**src/rtl/dynrama_release_ctrl.sv**
```systemverilog
// dynrama_release_ctrl: free side of the dynrama page allocator.
// Tracks page allocation in a bitmap. The mark port sets bits. Free requests
// (addr, size) are validated, then scanned for double free, then released one
// page per cycle. Each free produces exactly one response strobe.
module dynrama_release_ctrl #(
    parameter int                AWIDTH     = 32,
    parameter logic [AWIDTH-1:0] BASE_ADDR  = 32'h1000_0000,
    parameter int                PAGE_SHIFT = 12,
    parameter int                NUM_PAGES  = 64
) (
    input  logic                           clk,
    input  logic                           rst_n,
    input  logic                           mark_valid,
    input  logic [$clog2(NUM_PAGES)-1:0]   mark_idx,
    output logic                           mark_err,
    input  logic                           free_valid,
    output logic                           free_ready,
    input  logic [AWIDTH-1:0]              free_addr,
    input  logic [AWIDTH:0]                free_size,
    output logic                           rsp_valid,
    output logic [1:0]                     rsp_status,
    output logic [$clog2(NUM_PAGES+1)-1:0] rsp_pages,
    output logic [$clog2(NUM_PAGES+1)-1:0] free_count,
    output logic                           busy
);
    localparam int IW = $clog2(NUM_PAGES);
    localparam int CW = $clog2(NUM_PAGES + 1);
    // Range arithmetic runs two bits wider than the address so nothing wraps.
    localparam int EW = AWIDTH + 2;
    localparam logic [EW-1:0] LIMIT = EW'(NUM_PAGES) << PAGE_SHIFT;

    localparam logic [2:0] S_IDLE    = 3'd0;
    localparam logic [2:0] S_CHECK   = 3'd1;
    localparam logic [2:0] S_SCAN    = 3'd2;
    localparam logic [2:0] S_RELEASE = 3'd3;
    localparam logic [2:0] S_RESP    = 3'd4;

    localparam logic [1:0] ST_OK     = 2'd0;
    localparam logic [1:0] ST_ALIGN  = 2'd1;
    localparam logic [1:0] ST_RANGE  = 2'd2;
    localparam logic [1:0] ST_DOUBLE = 2'd3;

    logic [2:0]           state;
    logic [NUM_PAGES-1:0] bitmap;
    logic [AWIDTH-1:0]    addr_q;
    logic [AWIDTH:0]      size_q;
    logic [IW-1:0]        start_q;
    logic [IW-1:0]        idx_q;
    logic [CW-1:0]        n_q;
    logic [1:0]           status_q;
    logic [CW-1:0]        pages_q;

    logic [EW-1:0] addr_x, size_x, base_x, off_x, end_x;
    logic          misaligned, out_of_range;
    logic [IW-1:0] cur_page;
    logic          last_step;
    logic          mark_in_range, mark_ok, release_clr;

    // Validation of the latched request, evaluated while in CHECK.
    assign addr_x       = EW'(addr_q);
    assign size_x       = EW'(size_q);
    assign base_x       = EW'(BASE_ADDR);
    assign off_x        = addr_x - base_x;
    assign end_x        = off_x + size_x;
    assign misaligned   = (|addr_q[PAGE_SHIFT-1:0]) || (|size_q[PAGE_SHIFT-1:0]) || (size_q == '0);
    assign out_of_range = (addr_x < base_x) || (end_x > LIMIT);

    // Page walk shared by SCAN and RELEASE; start+idx never leaves the pool.
    assign cur_page  = start_q + idx_q;
    assign last_step = (CW'(idx_q) + CW'(1)) == n_q;

    // A mark succeeds only on a clear, existing page; the release clear never
    // targets a clear page, so the two can never collide on the same bit.
    assign mark_in_range = {1'b0, mark_idx} < (IW + 1)'(NUM_PAGES);
    assign mark_ok       = mark_valid && mark_in_range && !bitmap[mark_idx];
    assign release_clr   = (state == S_RELEASE);

    assign free_ready = (state == S_IDLE);
    assign busy       = !free_ready;
    assign rsp_valid  = (state == S_RESP);
    assign rsp_status = rsp_valid ? status_q : 2'd0;
    assign rsp_pages  = rsp_valid ? pages_q : '0;

    // Free-request FSM: accept, validate, scan for double free, release, respond.
    // NOTE: all state here uses non-blocking assignment so every branch sees
    // the pre-edge values of bitmap and counters, matching the hardware.
    always_ff @(posedge clk or negedge rst_n) begin
        if (!rst_n) begin
            state    <= S_IDLE;
            addr_q   <= '0;
            size_q   <= '0;
            start_q  <= '0;
            idx_q    <= '0;
            n_q      <= '0;
            status_q <= ST_OK;
            pages_q  <= '0;
        end else begin
            case (state)
                S_IDLE: begin
                    if (free_valid) begin
                        addr_q <= free_addr;
                        size_q <= free_size;
                        state  <= S_CHECK;
                    end
                end
                S_CHECK: begin
                    idx_q   <= '0;
                    start_q <= IW'(off_x >> PAGE_SHIFT);
                    n_q     <= CW'(size_x >> PAGE_SHIFT);
                    pages_q <= '0;
                    if (misaligned) begin
                        status_q <= ST_ALIGN;
                        state    <= S_RESP;
                    end else if (out_of_range) begin
                        status_q <= ST_RANGE;
                        state    <= S_RESP;
                    end else begin
                        status_q <= ST_OK;
                        state    <= S_SCAN;
                    end
                end
                S_SCAN: begin
                    if (!bitmap[cur_page]) begin
                        status_q <= ST_DOUBLE;
                        state    <= S_RESP;
                    end else if (last_step) begin
                        idx_q <= '0;
                        state <= S_RELEASE;
                    end else begin
                        idx_q <= idx_q + IW'(1);
                    end
                end
                S_RELEASE: begin
                    if (last_step) begin
                        pages_q <= n_q;
                        state   <= S_RESP;
                    end else begin
                        idx_q <= idx_q + IW'(1);
                    end
                end
                S_RESP:  state <= S_IDLE;
                default: state <= S_IDLE;
            endcase
        end
    end

    // Page bitmap and free counter: mark sets, release clears, both may coincide.
    // NOTE: the bitmap is flop-based and must be reset, since free_count is
    // defined against it; it is never mapped onto a RAM macro.
    always_ff @(posedge clk or negedge rst_n) begin
        if (!rst_n) begin
            bitmap     <= '0;
            free_count <= CW'(NUM_PAGES);
            mark_err   <= 1'b0;
        end else begin
            mark_err <= mark_valid && !mark_ok;
            if (release_clr) bitmap[cur_page] <= 1'b0;
            if (mark_ok)     bitmap[mark_idx] <= 1'b1;
            case ({release_clr, mark_ok})
                2'b10:   free_count <= free_count + CW'(1);
                2'b01:   free_count <= free_count - CW'(1);
                default: free_count <= free_count;
            endcase
        end
    end
endmodule

```
**config.mk**
```make
export PLATFORM = sky130hd
export DESIGN_NAME = dynrama_release_ctrl
export DESIGN_NICKNAME = d
export VERILOG_FILES = /design/src/rtl/dynrama_release_ctrl.sv
export SDC_FILE = /design/constraint.sdc
export NUM_CORES = 1
export LEC_CHECK = 0
export CAP_MARGIN = 30
export CORE_ASPECT_RATIO = 1.1
export CORE_MARGIN = 2
export CORE_UTILIZATION = 53
export DETAILED_ROUTE_END_ITERATION = 8
export PLACE_DENSITY_LB_ADDON = 0.1
export SLEW_MARGIN = 0
export SYNTH_ARGS = -nofsm -noshare
export SYNTH_HDL_FRONTEND = slang
export SYNTH_SLANG_ARGS = --single-unit
```
**constraint.sdc**
```tcl
create_clock -name clk -period 3.8 [get_ports clk]
set_input_delay 0.57 -clock clk [delete_from_list [all_inputs] [get_ports clk]]
set_output_delay 0.57 -clock clk [all_outputs]
set_load 0.02 [all_outputs]
```
==> qor.yml, run 1 <==
clk-insertion-delay-late_ps: 440
hold_buffers: 0
end_kind: "flop"
firstDrtPassIters: 5
overflow: 0
synth_area_um2: 11000
grt_pass1_wl_um: 50300
path_max_fanout: 6
postSynth.asyncResetShare: 1.00
place_ws_ps: -732
max_freq_mhz: 276
vias: 9482
fin_worst_skew_ps: 11.8
ir_drop_uv: 621
io_pins: 95
finalInstanceArea_um2: 13100
synthTopCellsByArea: "dfrtp_1 (38%), mux2_2 (7.1%), o21ai_0 (5.5%)"
synth-compound-area-share: 0.214
antenna_cells: 0
synth_fp_nets: 1278
syn2layout_area_growth_pct: 19.4
yosysTopAreaCellShare: 0.380
initial_core_util: 0.537
yosys_warnings: 0
max-slew-margin-rel: 0.378
synth_enable_flop_cells: 0
postSynthRegisterBits: 168
syn_area_per_cell_um2: 9.54
drv_cap: 0
clockRootBuffer: "clkbuf_16"
dieWidth_um: 141
arrival_ps: 3990
htree_levels: 4
row_count: 55
syn_inst: 1154
setup_viol: 0
dpl_cell_area_um2: 12400
synthMuxAreaShare: 0.123
detail-route-antenna-nets: 0
drc_errors: 0
clk_pin_slew_ps: 70
gp_congestion: 0.966
drt_iter0_markers: 676
fin_nets: 1390
status: "finished clean"
worst_pin_slew_ps: 932
first_global_vias: 9405
period_needed_ps: 3620
ys_types: 90
critPathKind: "in2reg"
slew_violations: 0
grt_max_degree: 98
cp-start-kind: "primary input"
die_y_um: 155
pwr_density_cell_nw_per_um2: 825
dp.final_hpwl_um: 22700
n_fill_cell: 1734
synthAdderAreaFrac: 0.0577
cts.path.max_buffers: 2
hp-class: "in2async"
synth_top_family_by_area: "compound AO/OA/AOI/OAI gates"
finalCritPeriodShare: 0.952
hold_viol: 0
viasPerCell: 6.18
synth-simple-area-share: 0.156
cts_tree: "done"
fin_ws_ps: 181
yosys.area.top_type: "dfrtp_1"
core-area_um2: 20500
worstPathRequired_ps: 4170
track_usage: 0.291
ys.flop_type: "dfrtp_1"
power.leakage_nw: 5.31
numCtsBuffers: 17
wl_um: 30800
yosysSeqAreaShare: 0.382
cts.sinks: 168
synth_xor_area_frac: 0.0293
wl_per_cell_um: 20.1
grt_antenna_before_repair: 0
totalPowerFinal_mw: 10.8
portBuffers: 94
drive_gt1_frac: 0.167
rsz0062_at_grt: "yes"
fp.dieArea_um2: 21900
repair_timing:
action | CTS | global route
setup endpoints to repair | 3 | 5
cloned | 1 | 0
pin swaps | 0 | 5
gates resized for setup | 5 | 13
setup buffers | 1 | 1
kinds of logic (layout without fill, tap and decap cells):
logic type	after synthesis	in the layout
xor+xnor	36	36
mux	121	121
compound gates	369	369
simple gates	320	320
buf+inv	91	216
flops	168	168
fa+ha+maj	49	49
cells in the final DEF, fill, tap and decap left out, types with 5 or more instances in the layout:
master,n
a2111oi_0,5
a211oi_1,12
a21o_1,14
a21oi_1,50
a21oi_2,5
a221oi_1,5
a22o_1,9
a22oi_1,12
a31oi_1,5
and2_1,15
and3_1,12
buf_4,54
clkbuf_16,17
clkdlybuf4s50_1,90
dfrtp_1,167
ha_1,45
inv_1,30
inv_6,5
mux2_2,69
mux2i_1,44
nand2_1,115
nand2b_1,8
nand3_1,17
nand4_1,20
nor2_1,50
nor2b_1,10
nor3_1,21
nor4_1,15
o211ai_1,9
o21a_1,9
o21ai_0,121
o21ai_1,49
o21bai_1,6
o221ai_1,5
o22ai_1,5
o31ai_1,5
or3_1,7
xnor2_1,20
xor2_1,15
metrics by stage:
step                hold slack (ps)  setup TNS [ps]  instances   util
floorplan                       274            -129       1154      -
global placement                474           -1950       1499  0.606
detailed placement              476           -2560       1500  0.607
CTS                             276               0       1534  0.639
global route                    295           -77.0       1535  0.641
finish                          211               0       1535  0.641
synth_stat cells (5+ instances only):
cell type	number
o221ai_1	5
buf_2	14
mux2i_1	44
or3_1	7
a22o_1	9
nand4_1	20
buf_4	7
nand2b_1	8
a22oi_1	12
xor2_1	15
a211oi_1	12
o21bai_1	6
clkbuf_1	32
nand3_1	17
ha_1	46
dfrtp_1	167
nor3_1	22
nor4_1	15
mux2_2	69
inv_1	31
o211ai_1	9
nor2b_1	11
nor2_1	50
xnor2_1	20
and3_1	12
a221oi_1	5
o22ai_1	5
and2_1	16
a31oi_1	5
o31ai_1	5
o21ai_1	49
o21ai_0	121
o2111ai_1	5
nand2_1	115
a2111oi_0	6
a21oi_1	51
a21o_1	14
o21a_1	10
path summary, 6_finish.rpt:
path | endpoint | startpoint | depth (start not counted) | slack [ps]
worst max-delay path | free_count[6]$_DFFE_PN1P_ | mark_idx[0] | 17 | 180
worst min-delay path | bitmap[19]$_DFF_PN0_ | rst_n | 1 | 210
worst max register to register | free_count[6]$_DFFE_PN1P_ | bitmap[37]$_DFF_PN0_ | 18 | 200
worst min register to register | start_q[4]$_DFFE_PN0P_ | start_q[4]$_DFFE_PN0P_ | 2 | 490
max in group asynchronous | size_q[27]$_DFFE_PN0P_ | rst_n | 2 | 2770
min in group clk | start_q[4]$_DFFE_PN0P_ | start_q[4]$_DFFE_PN0P_ | 2 | 490
layer usage:
layer	GRT usage	vias up	share of wire
met4	0.120	0	0.037
met3	0.0434	73	0.044
li1	-	4523	-
met1	0.371	4569	0.42
met2	0.498	317	0.49
met5	0	-	0
where the power goes:
part           total (mW)  internal (mW)  switching, mW
Clock                1.85           1.01          0.843
Combinational        6.26           2.64           3.63
Sequential           2.73           2.27          0.465
registers in the layout, summed over array words and instances, names as in the netlist, 2 cells and up:
signal	cells
addr_q	32
bitmap	64
free_count	7
idx_q	6
n_q	7
pages_q	7
size_q	33
start_q	6
state	3
status_q	2
cell type report:
| type | count | area (µm²) | share of cell area |
|---|---|---|---|
| tap | 256 | 320 | 0.0244 |
| clock inverter | 15 | 204 | 0.0155 |
| sequential | 168 | 4210 | 0.320 |
| timing repair buffer | 153 | 1440 | 0.109 |
| clock buffer | 17 | 425 | 0.0324 |
| inverter | 31 | 116 | 0.00885 |
| multi-input combinational | 895 | 6440 | 0.490 |
critical path, cell delays in order:
cell	delay, ps
dlygate4sd2_1	370
mux2_2	380
a221o_1	360
mux4_2	480
o21a_4	230
nor2b_4	140
ha_4	160
inv_2	50
fa_2	350
inv_1	60
a21oi_1	60
o21bai_1	170
a21o_1	150
a21oi_2	60
xnor2_1	120
nor2_1	120
xor2_1	150
No activity file was read; power rests on OpenSTA's default activity.
==> inputs of run 2 (changes only) <==
--- a/config.mk
+++ b/config.mk
@@ -8,7 +8,8 @@
 export CAP_MARGIN = 30
 export CORE_ASPECT_RATIO = 1.1
 export CORE_MARGIN = 2
-export CORE_UTILIZATION = 53
+export CORE_UTILIZATION = 26
+export CTS_CLUSTER_SIZE = 28
 export DETAILED_ROUTE_END_ITERATION = 8
 export PLACE_DENSITY_LB_ADDON = 0.1
 export SLEW_MARGIN = 0
==> run 2 against run 1 <==
  * Fmax down 0.43%
  * Routed wire length up 19%
  * Largest power group unchanged
  * Critical path type is now reg2reg
  * Clock-buffer cell count up 2
  * Sequential power about the same
  * Final area up 4.4%
==> qor.yml, run 2 (same netlist as run 1, synthesis figures left out) <==
worst_pin_slew_ps: 793  # was 932 ps
final_common_cell: "dfrtp_1"  # unchanged
final_util: 0.327  # was 0.641
clk-insertion-delay-late_ps: 470  # was 440 ps
cts_tree: "done"  # unchanged
gp_congestion: 0.879  # was 0.966
ir_drop_uv: 406  # was 621 µV
clk_pin_slew_ps: 80  # was 70 ps
cp-start-kind: "flop"  # was primary input
pwr_density_cell_nw_per_um2: 823  # was 825 nW/µm²
dpl_cell_area_um2: 13000  # was 12,400 µm²
hp-class: "in2async"  # unchanged
htree_levels: 4  # unchanged
die_y_um: 220  # was 155 µm
grt_pass1_wl_um: 57700  # was 50,300 µm
fin_nets: 1415  # was 1,390
fp.dieArea_um2: 44000  # was 21,900 µm²
first_global_vias: 9740  # was 9,405
max-slew-margin-rel: 0.467  # was 0.378
largest_reg_flops: 64  # unchanged
portBuffers: 94  # unchanged
cts.sinks: 168  # unchanged
numCtsBuffers: 17  # unchanged
syn2layout_area_growth_pct: 24.6  # was 19.4%
end_kind: "flop"  # unchanged
final_cell_mix: "dfrtp_1 (167), o21ai_0 (121), nand2_1 (115), clkdlybuf4s50_1 (90), buf_4 (81)"  # was dfrtp_1 (167), o21ai_0 (121), nand2_1 (115), clkdlybuf4s50_1 (90), mux2_2 (69)
max_freq_mhz: 275  # was 276 MHz
firstDrtPassIters: 6  # was 5
critPathKind: "reg2reg"  # was in2reg
drt_iter0_markers: 485  # was 676
worstPathRequired_ps: 4200  # was 4170 ps
viasPerCell: 5.03  # was 6.18
detail-route-antenna-nets: 0  # unchanged
vias: 9405  # was 9,482
arrival_ps: 4040  # was 3990 ps
track_usage: 0.170  # was 0.291
initial_core_util: 0.262  # was 0.537
status: "finished clean"  # unchanged
finalCritPeriodShare: 0.957  # was 0.952
grt_max_degree: 70  # was 98
hold_viol: 0  # unchanged
drc_errors: 0  # unchanged
clockRootBuffer: "clkbuf_16"  # unchanged
drive_gt1_frac: 0.189  # was 0.167
fin_worst_skew_ps: 9.98  # was 11.8 ps
cts.path.max_buffers: 2  # unchanged
core-area_um2: 42000  # was 20,500 µm²
worstRegToRegCells: 18  # unchanged
row_count: 79  # was 55
wl_per_cell_um: 19.6  # was 20.1 µm
reg_top3: "bitmap x64, size_q x33, addr_q x32"  # unchanged
finalInstanceArea_um2: 13700  # was 13,100 µm²
overflow: 0  # unchanged
power.leakage_nw: 5.41  # was 5.31 nW
dp.final_hpwl_um: 27600  # was 22,700 µm
tns_ps: 0  # unchanged
period_needed_ps: 3630  # was 3620 ps
path_max_fanout: 3  # was 6
io_pins: 95  # unchanged
antenna_cells: 0  # unchanged
drv_cap: 0  # unchanged
cts_setup_buffers: 0  # was 1
setup_viol: 0  # unchanged
largest_register: "bitmap"  # unchanged
wl_um: 36600  # was 30,800 µm
dieWidth_um: 200  # was 141 µm
grt_antenna_before_repair: 0  # unchanged
slew_violations: 0  # unchanged
rsz0062_at_grt: "yes"  # unchanged
[run 2: critical path, stage by stage (launching register included)]
cell      delay, ps
dfrtp_1         410
mux2_4          280
a221oi_2        210
a31oi_1          70
a311o_1         280
mux4_2          480
o21a_1          240
nor2b_2         180
ha_4            160
inv_2            40
fa_2            340
inv_2            60
a21oi_2          50
o21bai_1        170
a21o_1          160
a21oi_2          60
xnor2_1         110
nor2_1          110
xor2_1          150
[run 2: path summary, 6_finish.rpt]
path                                        endpoint                   start  slack (ps)
setup / recovery           free_count[6]$_DFFE_PN1P_    bitmap[33]$_DFF_PN0_         170
hold reg to reg               start_q[0]$_DFFE_PN0P_  start_q[0]$_DFFE_PN0P_         490
max in group asynchronous     size_q[19]$_DFFE_PN0P_                   rst_n        2980
hold / removal                   bitmap[7]$_DFF_PN0_                   rst_n          20
setup reg to reg           free_count[6]$_DFFE_PN1P_    bitmap[33]$_DFF_PN0_         170
min in group clk              start_q[0]$_DFFE_PN0P_  start_q[0]$_DFFE_PN0P_         490
[run 2: final cells by class]
| class | count | area (µm²) |
|---|---|---|
| clock buffers | 19 | 453 |
| clock inverters | 13 | 158 |
| fillers | 4353 | 28300 |
| inverters | 31 | 116 |
| multi-input cells | 895 | 6480 |
| flip-flops and latches | 168 | 4210 |
| well taps | 567 | 709 |
| repair buffers | 178 | 1590 |
[run 2: layer usage]
layer / GRT usage / vias up / part of all wire
li1: - / 4563 / -
met1: 0.203 / 4610 / 0.43
met2: 0.309 / 174 / 0.52
met3: 0.0203 / 58 / 0.025
met4: 0.0706 / 0 / 0.028
met5: 0 / - / 0
[run 2: repair_timing]
action / 4_1_cts / 5_1_grt
gates cloned: 0 / 0
hold endpoints to repair: 0 / 0
setup endpoints to repair: 3 / 11
hold buffers: 0 / 0
resized for setup: 4 / 20
pin swaps: 0 / 5
[run 2: stage by stage]
| stage | hold slack [ps] | power (mW) | cells | setup WS [ps] |
|---|---|---|---|---|
| 2_1_floorplan | 274 | 7.27 | 1154 | -129 |
| 3_3_place_gp | 474 | 9.40 | 1839 | -702 |
| 3_5_place_dp | 481 | 9.37 | 1839 | -728 |
| 4_1_cts | 11.0 | 11.3 | 1871 | 32.2 |
| 5_1_grt | 38.0 | 12.2 | 1871 | -82.7 |
| 6_report | 17.3 | 11.3 | 1871 | 165 |
[run 2: report_power, final]
part / switching, mW / total (mW) / internal (mW)
clock: 0.840 / 1.86 / 1.02
sequential: 0.495 / 2.76 / 2.27
combinational: 3.84 / 6.67 / 2.82
==> inputs of run 3 (changes only) <==
--- a/config.mk
+++ b/config.mk
@@ -5,7 +5,7 @@
 export SDC_FILE = /design/constraint.sdc
 export NUM_CORES = 1
 export LEC_CHECK = 0
-export CAP_MARGIN = 30
+export ABC_AREA = 1
 export CORE_ASPECT_RATIO = 1.1
 export CORE_MARGIN = 2
 export CORE_UTILIZATION = 26
==> run 3 against run 2 <==
  * Synthesized area increased by 1.8%
  * Sequential cell count stayed put
  * Routed wire length increased by 4.3%
  * Hold slack improved by 74 ps
  * Clock skew increased by 2.2 ps
  * Critical endpoint is now idx_q[5]$_DFFE_PN0P_
  * Largest cell class unchanged
  * Largest power group is now registers
==> qor.yml, run 3 <==
status: "finished clean"  # unchanged
finalCritPeriodShare: 0.883  # was 0.957
fin_nets: 1775  # was 1,415
yosysTopAreaCellShare: 0.373  # was 0.380
reg_top3: "bitmap x64, size_q x33, addr_q x32"  # unchanged
drc_errors: 0  # unchanged
largest_reg_flops: 64  # unchanged
wl_um: 38200  # was 36,600 µm
synth-simple-area-share: 0.243  # was 0.156
vias: 10413  # was 9,405
detail-route-antenna-nets: 0  # unchanged
cts_tree: "done"  # unchanged
fin_worst_skew_ps: 12.1  # was 9.98 ps
max-slew-margin-rel: 0.383  # was 0.467
cp_top_family: "simple AND/OR/NAND/NOR gates"  # was compound AO/OA/AOI/OAI gates
core-area_um2: 42400  # was 42,000 µm²
ys_types: 54  # was 90
placed_cells: 2199  # was 1,839
synth_fp_nets: 1619  # was 1,278
final_common_cell: "nand2_1"  # was dfrtp_1
pwr_density_cell_nw_per_um2: 320  # was 823 nW/µm²
clk-insertion-delay-late_ps: 460  # was 470 ps
initial_core_util: 0.264  # was 0.262
arrival_ps: 3690  # was 4040 ps
yosysSeqAreaShare: 0.375  # was 0.382
drv_cap: 0  # unchanged
io_pins: 95  # unchanged
postSynth.asyncResetShare: 1.00  # unchanged
gr-max-usage-layer: "met2"  # unchanged
track_usage: 0.174  # was 0.170
die_y_um: 222  # was 220 µm
use_met2: 0.304  # was 0.309
viasPerCell: 4.67  # was 5.03
synthAdderAreaFrac: 0.0567  # was 0.0577
final_cell_mix: "nand2_1 (381), inv_1 (221), dfrtp_1 (167), o21ai_0 (139), nor2_1 (124)"  # was dfrtp_1 (167), o21ai_0 (121), nand2_1 (115), clkdlybuf4s50_1 (90), buf_4 (81)
yosys_warnings: 0  # unchanged
max_freq_mhz: 298  # was 275 MHz
synth-compound-area-share: 0.157  # was 0.214
crit_top_cell: "nand2_1"
slew_violations: 0  # unchanged
cts.sinks: 168  # unchanged
fin_ws_ps: 443  # was 165 ps
rsz0062_at_grt: "no"  # was yes
multi_input_area_um2: 6020  # was 6480 µm²
path_max_fanout: 9  # was 3
first_global_vias: 10458  # was 9,740
crit_slowest_cell: "nor2_2"  # was mux4_2
dp.final_hpwl_um: 29800  # was 27,600 µm
worst_pin_slew_ps: 925  # was 793 ps
syn2layout_area_growth_pct: 23.9  # was 24.6%
slowest_delay_ps: 520  # was 480 ps
clk_pin_slew_ps: 70  # was 80 ps
end_kind: "flop"  # unchanged
wl_per_cell_um: 17.1  # was 19.6 µm
place_ws_ps: -465  # was -728 ps
largest_register: "bitmap"  # unchanged
n_fill_cell: 4547  # was 4,353
power.leakage_nw: 6.95  # was 5.41 nW
hp-class: "in2async"  # unchanged
grt_max_degree: 83  # was 70
synth_enable_flop_cells: 0  # unchanged
drive_gt1_frac: 0.123  # was 0.189
cts.path.max_buffers: 2  # unchanged
numCtsBuffers: 17  # unchanged
portBuffers: 94  # unchanged
synth_top_family_by_area: "simple AND/OR/NAND/NOR gates"  # was compound AO/OA/AOI/OAI gates
drt_iter0_markers: 501  # was 485
clockRootBuffer: "clkbuf_16"  # unchanged
path_buf_inv: 1  # was 2
fp.dieArea_um2: 44800  # was 44,000 µm²
met3_usage: 0.0262  # was 0.0203
syn_area_per_cell_um2: 7.49  # was 9.54 µm²
ir_drop_uv: 329  # was 406 µV
worstPathRequired_ps: 4140  # was 4200 ps
tns_ps: 0  # unchanged
totalPowerFinal_mw: 4.44  # was 11.3 mW
syn_inst: 1495  # was 1,154
period_needed_ps: 3360  # was 3630 ps
fin_cells: 2232  # was 1,871
grtUsageMet1: 0.220  # was 0.203
synth_xor_area_frac: 0.0202  # was 0.0293
ff_latch_area_um2: 4210  # unchanged
critPathKind: "reg2reg"  # unchanged
crit_path_cell_trace: "ha_1 > fa_1 > xnor2_1 > nor2_2 > o21ai_0 > nand4_1 > nand2_1 > nand2_1 > nand2_1 > nand2_1 > nand2_1 > nand2_1 > nand2_1 > nand2_2 > inv_1 > nand3_1 > o21ai_0"  # was mux2_4 > a221oi_2 > a31oi_1 > a311o_1 > mux4_2 > o21a_1 > nor2b_2 > ha_4 > inv_2 > fa_2 > inv_2 > a21oi_2 > o21bai_1 > a21o_1 > a21oi_2 > xnor2_1 > nor2_1 > xor2_1
firstDrtPassIters: 5  # was 6
yosys.area.top_type: "dfrtp_1"  # unchanged
overflow: 0  # unchanged
synth_area_um2: 11200  # was 11,000 µm²
postSynthRegisterBits: 168  # unchanged
ys.flop_type: "dfrtp_1"  # unchanged
dieWidth_um: 202  # was 200 µm
grt_pass1_wl_um: 60100  # was 57,700 µm
synthTopCellsByArea: "dfrtp_1 (37%), nand2_1 (13%), inv_1 (7.4%)"  # was dfrtp_1 (38%), mux2_2 (7.1%), o21ai_0 (5.5%)
setup_viol: 0  # unchanged
synthMuxAreaShare: 0.0589  # was 0.123
cp-start-kind: "flop"  # unchanged
hold_viol: 0  # unchanged
synth_commonest_cells: "nand2_1 (382), inv_1 (221), dfrtp_1 (167)"  # was dfrtp_1 (167), o21ai_0 (121), nand2_1 (115)
row_count: 79  # unchanged
yosys.cell_count.top_type: "nand2_1"  # was dfrtp_1
grt_antenna_before_repair: 1  # was 0
htree_levels: 4  # unchanged
gp_congestion: 0.874  # was 0.879
-- run 3: changes by cell type in the layout (fill, tap and decap cells not counted), moves of 12 or more --
cell	before	now
buf_4	81	66
nand2_1	115	381
o21ai_1	49	33
o21ai_0	121	139
inv_1	29	221
mux2_2	69	55
nor2_1	50	124
a21o_1	14	1
nand3_1	17	66
and2_1	15	3
and3_1	12	0
mux2i_1	44	4
o21ai_2	4	16
-- run 3: cell type report --
class | instances | share of cell area
multi-input cells | 1075 | 0.434
flip-flops and latches | 168 | 0.303
repair buffers | 161 | 0.106
inverters | 228 | 0.0620
well taps | 567 | 0.0511
clock buffers | 19 | 0.0319
clock inverters | 13 | 0.0123
diodes | 1 | 0.000180
-- run 3: path summary, 6_finish.rpt --
check | end | start | slack (ps) | cells after the start
min reg2reg | free_count[6]$_DFFE_PN1P_ | free_count[6]$_DFFE_PN1P_ | 490 | 1
min in group clk | free_count[6]$_DFFE_PN1P_ | free_count[6]$_DFFE_PN1P_ | 490 | 1
min | free_count[2]$_DFFE_PN0P_ | rst_n | 90 | 1
max in group asynchronous | n_q[4]$_DFFE_PN0P_ | rst_n | 2820 | 2
max | idx_q[5]$_DFFE_PN0P_ | idx_q[0]$_DFFE_PN0P_ | 440 | 17
max reg2reg | idx_q[5]$_DFFE_PN0P_ | idx_q[0]$_DFFE_PN0P_ | 440 | 17
-- run 3: what timing repair did --
item,4_1_cts,5_1_grt
endpoints found under the setup margin,0,2
gates resized for setup,0,4
buffers inserted,0,0
hold buffers,0,0
-- run 3: metal layers --
| layer | vias to the layer above | wire (µm) |
|---|---|---|
| met5 | - | 0 |
| met4 | 0 | 889 |
| met3 | 51 | 1130 |
| met2 | 195 | 19000 |
| met1 | 4921 | 17200 |
| li1 | 5246 | - |
-- run 3: per-stage QoR --
| step | utilization | cell area (µm²) | hold slack [ps] |
|---|---|---|---|
| global placement | 0.312 | 13200 | 486 |
| global route | 0.327 | 13900 | 113 |
| finish | 0.327 | 13900 | 91.6 |
| CTS | 0.327 | 13900 | 92.2 |
| floorplan | - | 11200 | 274 |
| detailed placement | 0.312 | 13200 | 486 |
-- run 3: where the power goes --
part | leakage [nW] | switching (mW) | internal (mW) | total, mW
clock | 0.291 | 0.810 | 1.06 | 1.87
sequential | 2.15 | 0.0859 | 1.88 | 1.97
combinational | 4.51 | 0.317 | 0.288 | 0.606
-- run 3: logic make-up after synthesis --
kind of cell / after synthesis
DFF: 168
AOI/OAI and AO/OA: 299
xor gates and xnor gates: 25
and+or+nand+nor: 643
muxes: 59
buffers and inverters: 252
adders and majority gates: 49
